**config.mk**
```make
export PLATFORM = sky130hd
export DESIGN_NAME = if_stage
export DESIGN_NICKNAME = d
export VERILOG_FILES = /design/src/rtl/if_stage.sv
export SDC_FILE = /design/constraint.sdc
export NUM_CORES = 1
export LEC_CHECK = 0
export ABC_AREA = 1
export CAP_MARGIN = 20
export CORE_MARGIN = 3
export CORE_UTILIZATION = 35
export CTS_BUF_LIST = sky130_fd_sc_hd__clkbuf_8 sky130_fd_sc_hd__clkbuf_16
export DETAILED_ROUTE_END_ITERATION = 8
export DONT_BUFFER_PORTS = 1
export PLACE_DENSITY = 0.61
export SYNTH_ARGS = -nofsm -noshare
export SYNTH_HDL_FRONTEND = slang
export SYNTH_SLANG_ARGS = --single-unit
```
**constraint.sdc**
```tcl
create_clock -name clk_i -period 2 [get_ports clk_i]
set_input_delay 0.2 -clock clk_i [delete_from_list [all_inputs] [get_ports clk_i]]
set_output_delay 0.2 -clock clk_i [all_outputs]
set_load 0.02 [all_outputs]
```
**src/rtl/if_stage.sv**
```systemverilog
// Instruction-fetch stage: PC register, imem request handshake, IF/ID register
// and a one-entry hold buffer for data returning during a stall.
module if_stage #(
  parameter logic [31:0] RESET_PC = 32'h0000_0000,
  parameter logic [31:0] NOP      = 32'h0000_0000
) (
  input  logic        clk_i,
  input  logic        rst_n_i,
  input  logic        PCWrite_i,
  input  logic        IFIDWrite_i,
  input  logic        branch_i,
  input  logic [31:0] branch_target_i,
  input  logic        jump_i,
  input  logic [31:0] jump_target_i,
  output logic        imem_req_o,
  output logic [31:0] imem_addr_o,
  input  logic        imem_ready_i,
  input  logic [31:0] imem_data_i,
  output logic [31:0] instr_o,
  output logic [31:0] pc4_o,
  output logic        valid_o
);

  typedef enum logic [1:0] {S_IDLE, S_REQ, S_HOLD} state_t;

  typedef struct packed {
    logic [31:0] instr;
    logic [31:0] pc4;
    logic        valid;
  } ifid_t;

  typedef struct packed {
    logic [31:0] instr;
    logic [31:0] pc4;
  } hold_t;

  localparam ifid_t BUBBLE = '{instr: NOP, pc4: 32'h0, valid: 1'b0};

  state_t      state, state_n;
  logic [31:0] pc, pc_n;
  logic [31:0] fetch_addr, fetch_addr_n;
  logic        kill, kill_n;
  hold_t       hold, hold_n;
  ifid_t       ifid, ifid_n;

  logic        redirect;
  logic [31:0] target;
  logic        advance;
  logic [31:0] seq_pc4;

  // Branch beats jump when both arrive together.
  assign redirect = branch_i | jump_i;
  assign target   = branch_i ? branch_target_i : jump_target_i;
  assign advance  = PCWrite_i & IFIDWrite_i;
  assign seq_pc4  = fetch_addr + 32'd4;   // modulo 2^32 wrap is intended

  assign imem_req_o  = (state == S_REQ);
  assign imem_addr_o = fetch_addr;
  assign instr_o     = ifid.instr;
  assign pc4_o       = ifid.pc4;
  assign valid_o     = ifid.valid;

  // State register: async reset abandons any outstanding request.
  always_ff @(posedge clk_i or negedge rst_n_i) begin
    if (!rst_n_i) begin
      state      <= S_IDLE;
      pc         <= RESET_PC;
      fetch_addr <= RESET_PC;
      kill       <= 1'b0;
      hold       <= '0;
      ifid       <= BUBBLE;
    end else begin
      state      <= state_n;
      pc         <= pc_n;
      fetch_addr <= fetch_addr_n;
      kill       <= kill_n;
      hold       <= hold_n;
      ifid       <= ifid_n;
    end
  end

  // Next-state: redirect outranks stall; a pending request keeps its address
  // and is marked killed instead of being cancelled.
  always_comb begin
    state_n      = state;
    pc_n         = pc;
    fetch_addr_n = fetch_addr;
    kill_n       = kill;
    hold_n       = hold;
    ifid_n       = ifid;
    case (state)
      S_IDLE: begin
        state_n      = S_REQ;
        fetch_addr_n = pc;
      end
      S_REQ: begin
        if (imem_ready_i) begin
          if (kill) begin
            // Stale data for a redirected fetch; restart at the current pc.
            kill_n = 1'b0;
            if (redirect) begin
              pc_n         = target;
              fetch_addr_n = target;
              ifid_n       = BUBBLE;
            end else begin
              fetch_addr_n = pc;
              if (IFIDWrite_i) ifid_n = BUBBLE;
            end
          end else if (redirect) begin
            pc_n         = target;
            fetch_addr_n = target;
            ifid_n       = BUBBLE;
          end else if (advance) begin
            ifid_n       = '{instr: imem_data_i, pc4: seq_pc4, valid: 1'b1};
            pc_n         = seq_pc4;
            fetch_addr_n = seq_pc4;
          end else begin
            hold_n  = '{instr: imem_data_i, pc4: seq_pc4};
            state_n = S_HOLD;
            if (IFIDWrite_i) ifid_n = BUBBLE;
          end
        end else begin
          if (redirect) begin
            pc_n   = target;
            kill_n = 1'b1;
            ifid_n = BUBBLE;
          end else if (IFIDWrite_i) begin
            ifid_n = BUBBLE;
          end
        end
      end
      S_HOLD: begin
        if (redirect) begin
          pc_n         = target;
          fetch_addr_n = target;
          ifid_n       = BUBBLE;
          state_n      = S_REQ;
        end else if (advance) begin
          ifid_n       = '{instr: hold.instr, pc4: hold.pc4, valid: 1'b1};
          pc_n         = hold.pc4;
          fetch_addr_n = hold.pc4;
          state_n      = S_REQ;
        end
      end
      default: state_n = S_IDLE;
    endcase
  end

endmodule

```
[Yosys cells after proc, flatten, opt, wreduce, memory -nomap -nowiden]
Index checks and enable logic that the tools add are counted.
Storage, ports and cells
  flip-flop bits (word level): 196
  bits of input ports: 103
  output and inout bits: 98
Operators by class
  add/sub/neg operators: 1
  eq/ne operators: 9
  multiplexer cells: 29
  bitwise operators: 5
  reductions and logical operators: 10
Operators by type and width (count)
  $mux W65: 8
  $mux W32: 9
  $pmux W65 S2: 1
  $pmux W32 S3: 1
  $pmux W32 S2: 1
  $add A32 B3 Y32 const B: 1
  $mux W2: 6
  $reduce_and A5 Y1: 2
  $ne A2 B2 Y1 const B: 3
  $pmux W2 S3: 1
  $ne A5 B2 Y1 const B: 1
  $ne A4 B1 Y1 const B: 1
  $reduce_and A2 Y1: 2
  $reduce_and A4 Y1: 1
  $reduce_bool A2 Y1: 2
  $ne A3 B3 Y1 const B: 1
  $not A1 Y1: 3
  $reduce_and A3 Y1: 1
  $reduce_bool A3 Y1: 1
  $eq A2 B1 Y1 const B: 1
  $eq A2 B2 Y1 const B: 1
  $logic_not A2 Y1: 1
  $mux W1: 2
  $ne A2 B1 Y1 const B: 1
  other kinds (2): 2

[Logic depth before layout (Yosys ltp)]
  word-level depth: 6
  mapped depth: 14
  mapped depth without buffers: 14

[Worst setup path before layout]
OpenSTA, ideal clock, no wires.
  path type: register -> register
  start: reg state[1]
  end: reg pc[12]
  data arrival time: 1.867 ns
  required time: 1.923 ns
  path slack: 0.056 ns
  stages on the path, launching flop included: 12
  path buffers: 3
  clock period less this slack: 1.944 ns
  cells stage by stage: dfrtp_1 -> inv_1 -> ha_1 -> clkbuf_1 -> nand3_4 -> nor2_4 -> inv_2 -> nand3_2 -> buf_6 -> buf_6 -> nor2_1 -> a21oi_1
On the way
  longest elaborated chain between the ends: 3
  elaborated cells between the ends (all ways): 7
  classes of those cells: eq/ne: 4; mux: 1; reduce/logical: 2
Ends and longest elaborated chain
  start: declaration: RTL line 39  | state_t state, state_n;
  start signal: assignment: RTL line 73  | state <= state_n;
  $eq A2 B1 Y1 (*)
  named net imem_req_o: RTL line 15  | output logic imem_req_o,
  $ne A5 B2 Y1 (no source line) or $reduce_bool A2 Y1 (tied branches)
  $reduce_and A3 Y1 (no source line)
  end signal: assignment: RTL line 74  | pc <= pc_n;
  end: declaration: RTL line 40  | logic [31:0] pc, pc_n;
The timed path passes the listed nets; every way through them passes the cells marked *.
A chain may end at the register's enable or synchronous reset.

[Worst setup path in the final report]
  start: reg state[0]
  end: reg fetch_addr[29], in the netlist imem_addr_o[29]
On the way
  longest elaborated chain between the ends: 3
  elaborated cells between the ends (all ways): 9
  classes of those cells: eq/ne: 5; mux: 1; reduce/logical: 3
Ends and longest elaborated chain
  $eq A2 B1 Y1, or another cell as far along: RTL line 91  | case (state)
  $ne A4 B1 Y1 (no source line), or another cell as far along
  $reduce_and A4 Y1 (no source line)
  end signal: assignment: RTL line 75  | fetch_addr <= fetch_addr_n;
  end: declaration: RTL line 41  | logic [31:0] fetch_addr, fetch_addr_n;
Parallel ways exist; a longest one is shown, timed or not.

==> run metrics <==
Comb power frac=48.5%; RSZ-0062 raised after global routing=yes; hold slack=-0.5445 ns; Detailed Route Iter0 Violations=1134; placed cell areas=12740 um^2; wl on met1=19.01 mm; CP arrival=2.20 ns; Fin. Hold Viols=196; CP max FO=22; synthesized cell area=11770 um^2; vias in the first global route=10949; grt ovf=0; root buffer cell=clkbuf_16; fin crit period=1.870 ns; Setup crit start kind=flip-flop; dominant synthesized flop cell=dfrtp_1; DR pass1 iterations=5; Crit path depth=10; crit path cell chain=inv_1 -> ha_1 -> inv_2 -> nor2_4 -> nand2_2 -> nand4_4 -> buf_12 -> nor2_1 -> nand2_1 -> nand2_1; DR vias=11841; CTS Hold Bufs=35; Buffers on Ports=0; Max-Slew Margin vs Limit=24.99%; Slew @ Worst Pin=1.122 ns; sw power=0.01026 W; Worst Path Buf+Inv=3; Avg Inst Size Synth=6.794 um^2; Slowest cell on crit path=dfrtp_1; worst reg2reg path depth=10; Top Ports=201; Layout Area Growth over Synthesis=18.35%; failing checks=hold timing; CP max stage delay=0.40 ns; Via density=5.298; largest net degree at the start of global routing=197; max_cap viols=0; sequential fraction of the synthesis area=41.68%; core area=32870 um^2; fmax=0.5347 GHz; sw frac=48.22%; GRT Util Overall=22.53%; Clock transition at path regs=0.09 ns; clk buf depth=2; first-pass GRT wire length=63.75 mm; # rows=66; synth warn=0; Int Pwr=0.01102 W; met3 routed WL=3.431 mm; Async SR Flop Fraction=100.0%; Synthesized Nets=1840; Final HPWL DP=28.48 mm; DIE HEIGHT=189.4 um; Worst-Skew Late Latency=0.45 ns; CTS H-tree depth=4; layout cells sized above 1=10.71%; final WL=41.26 mm; DR top layer=met4; CP Capture Type=flip-flop; #FFs+latches synth=196; Yosys cell types=43; count of flip-flops with a built-in enable after synthesis=0; hold crit path type=primary input to async pin; Critical Path RT=2.33 ns; Clock Power Share=17.2%; met2 wire len=18.02 mm; Cells after Synth=1732; antenna cells=0; Final ANT Viol Nets=0; per-cell routed wire length=18.46 um; final net count=1888; Seq pwr share=34.4%; initial core utilization=35.80%; final period utilization=93.50%; CTS tree=done; critical path's most frequent cell=nand2_1; GP Congestion=0.9217; skew final=0.02050 ns; chip width=189.4 um; Die ar.=35860 um^2; initial antenna violation count=0; Top delay family on crit path=simple AND/OR/NAND/NOR gates; cts bufs inserted=17; Max Slew Vio Count=0; final setup fails=0; CTS sink cnt=196; final instance area=13930 um^2; DRC viols=0; worst vdd ir=681.7 uV; Power Dens Cells=1528 nW/um^2; status=finished with violations; Crit Path Category=flip-flop to flip-flop; Lkg Pwr=6.569 nW
==> worst register-to-register path: stages (launching register included) <==
cell and delay, ns:
dfrtp_1 0.40, inv_1 0.11, ha_1 0.19, inv_2 0.07, nor2_4 0.18, nand2_2 0.16, nand4_4 0.18, buf_12 0.21
nor2_1 0.08, nand2_1 0.11, nand2_1 0.06
==> worst paths after layout <==
kind | from | endpoint | slack, ns
worst min-delay path | rst_n_i | instr_o[12] | -0.54
worst max-delay path | state[0] | imem_addr_o[29] | 0.13
max in group asynchronous | rst_n_i | imem_addr_o[16] | 1.99
min in group clk_i | imem_ready_i | pc[5] | 0.01
worst max register to register | state[0] | imem_addr_o[29] | 0.13
worst min register to register | hold[45] | hold[45] | 0.48
==> per-stage QoR <==
| step | setup slack, ns | TNS, ns | total power [W] | cells | util, % |
|---|---|---|---|---|---|
| final | 0.1299 | 0 | 0.02129 | 2235 | 42.37 |
| after global routing | -0.05610 | -0.2796 | 0.02285 | 2235 | 42.37 |
| after CTS | 0.01965 | 0 | 0.02101 | 2231 | 41.78 |
| after detailed placement | -0.07857 | -0.2491 | 0.01721 | 2164 | 38.76 |
| after global placement | -0.04822 | -0.07979 | 0.01704 | 2164 | 38.76 |
| after floorplan | 0.05568 | 0 | 0.01352 | 1732 | - |
==> Yosys cell counts, types with 5 or more instances <==
| cell type | instances | share of area, % |
|---|---|---|
| nand2_1 | 507 | 16 |
| nor2_1 | 256 | 8.2 |
| o21ai_0 | 215 | 9.1 |
| dfrtp_1 | 196 | 42 |
| a21oi_1 | 121 | 5.1 |
| inv_1 | 111 | 3.5 |
| nand3_1 | 94 | 4.0 |
| clkbuf_1 | 56 | 1.8 |
| buf_2 | 35 | 1.5 |
| o22ai_1 | 16 | 0.85 |
| xor2_1 | 14 | 1.0 |
| a221oi_1 | 12 | 0.89 |
| buf_1 | 11 | 0.35 |
| a31oi_1 | 10 | 0.53 |
| o211ai_1 | 7 | 0.45 |
| o21ai_1 | 7 | 0.30 |
| inv_2 | 6 | 0.19 |
| nand3b_1 | 6 | 0.38 |
| and2_1 | 5 | 0.27 |
| buf_4 | 5 | 0.32 |
| ha_1 | 5 | 0.53 |
==> cell families (layout without fill, tap and decap cells) <==
| group | Yosys count | in the layout | synth area share, % |
|---|---|---|---|
| buf+inv | 229 | 290 | 8.049 |
| flops | 196 | 196 | 41.68 |
| xor+xnor | 15 | 15 | 1.116 |
| simple gates | 886 | 886 | 30.44 |
| fa+ha+maj | 5 | 5 | 0.5316 |
| compound gates | 401 | 401 | 18.18 |
==> cell usage in the layout, fill, tap and decap left out, types with 12 or more instances in the layout <==
master / count
a221oi_1: 12
inv_1: 110
buf_4: 86
nand2_1: 500
dlygate4sd3_1: 35
clkbuf_16: 18
o22ai_1: 16
buf_12: 12
dfrtp_1: 186
a21oi_1: 121
o21ai_0: 213
nand3_1: 93
nor2_1: 247
==> layout make-up <==
class                           instances  area, um^2
Timing Repair Buffer                  139        1321
Sequential cell                       196        4917
Fill cell                            3378       18940
Multi-Input combinational cell       1307        6060
Inverter                              119       454.2
Clock inverter                         15       196.4
Tap cell                              442       553.0
Clock buffer                           17       425.4
==> metal layers <==
layer,track usage [%],vias up
met5,0,-
met4,6.966,0
met3,4.018,47
met2,33.51,540
met1,33.24,5542
li1,-,5712
==> power groups by stage <==
stage | Combinational [W] | Sequential, W | Clock (W)
6_report | 0.0103 | 0.00732 | 0.00365
2_1_floorplan | 0.00607 | 0.00745 | 0
3_5_place_dp | 0.00988 | 0.00734 | 0
5_1_grt | 0.0115 | 0.00750 | 0.00389
4_1_cts | 0.0100 | 0.00726 | 0.00374
3_3_place_gp | 0.00975 | 0.00729 | 0
==> flip-flops by register name (all words and copies together) (netlist names) <==
register and count:
hold 64, imem_addr_o 32, instr_o 32, kill 1, pc 32, pc4_o 32
state 2, valid_o 1
==> timing repair <==
| action | in CTS | in global routing |
|---|---|---|
| gates cloned | 0 | 1 |
| pin swaps | 0 | 5 |
| gates resized for setup | 7 | 44 |
| hold endpoints to repair | 280 | 196 |
| endpoints found under the setup margin | 11 | 97 |
| buffers inserted | 0 | 3 |
Note: power is estimated with default switching activity, not from simulation.
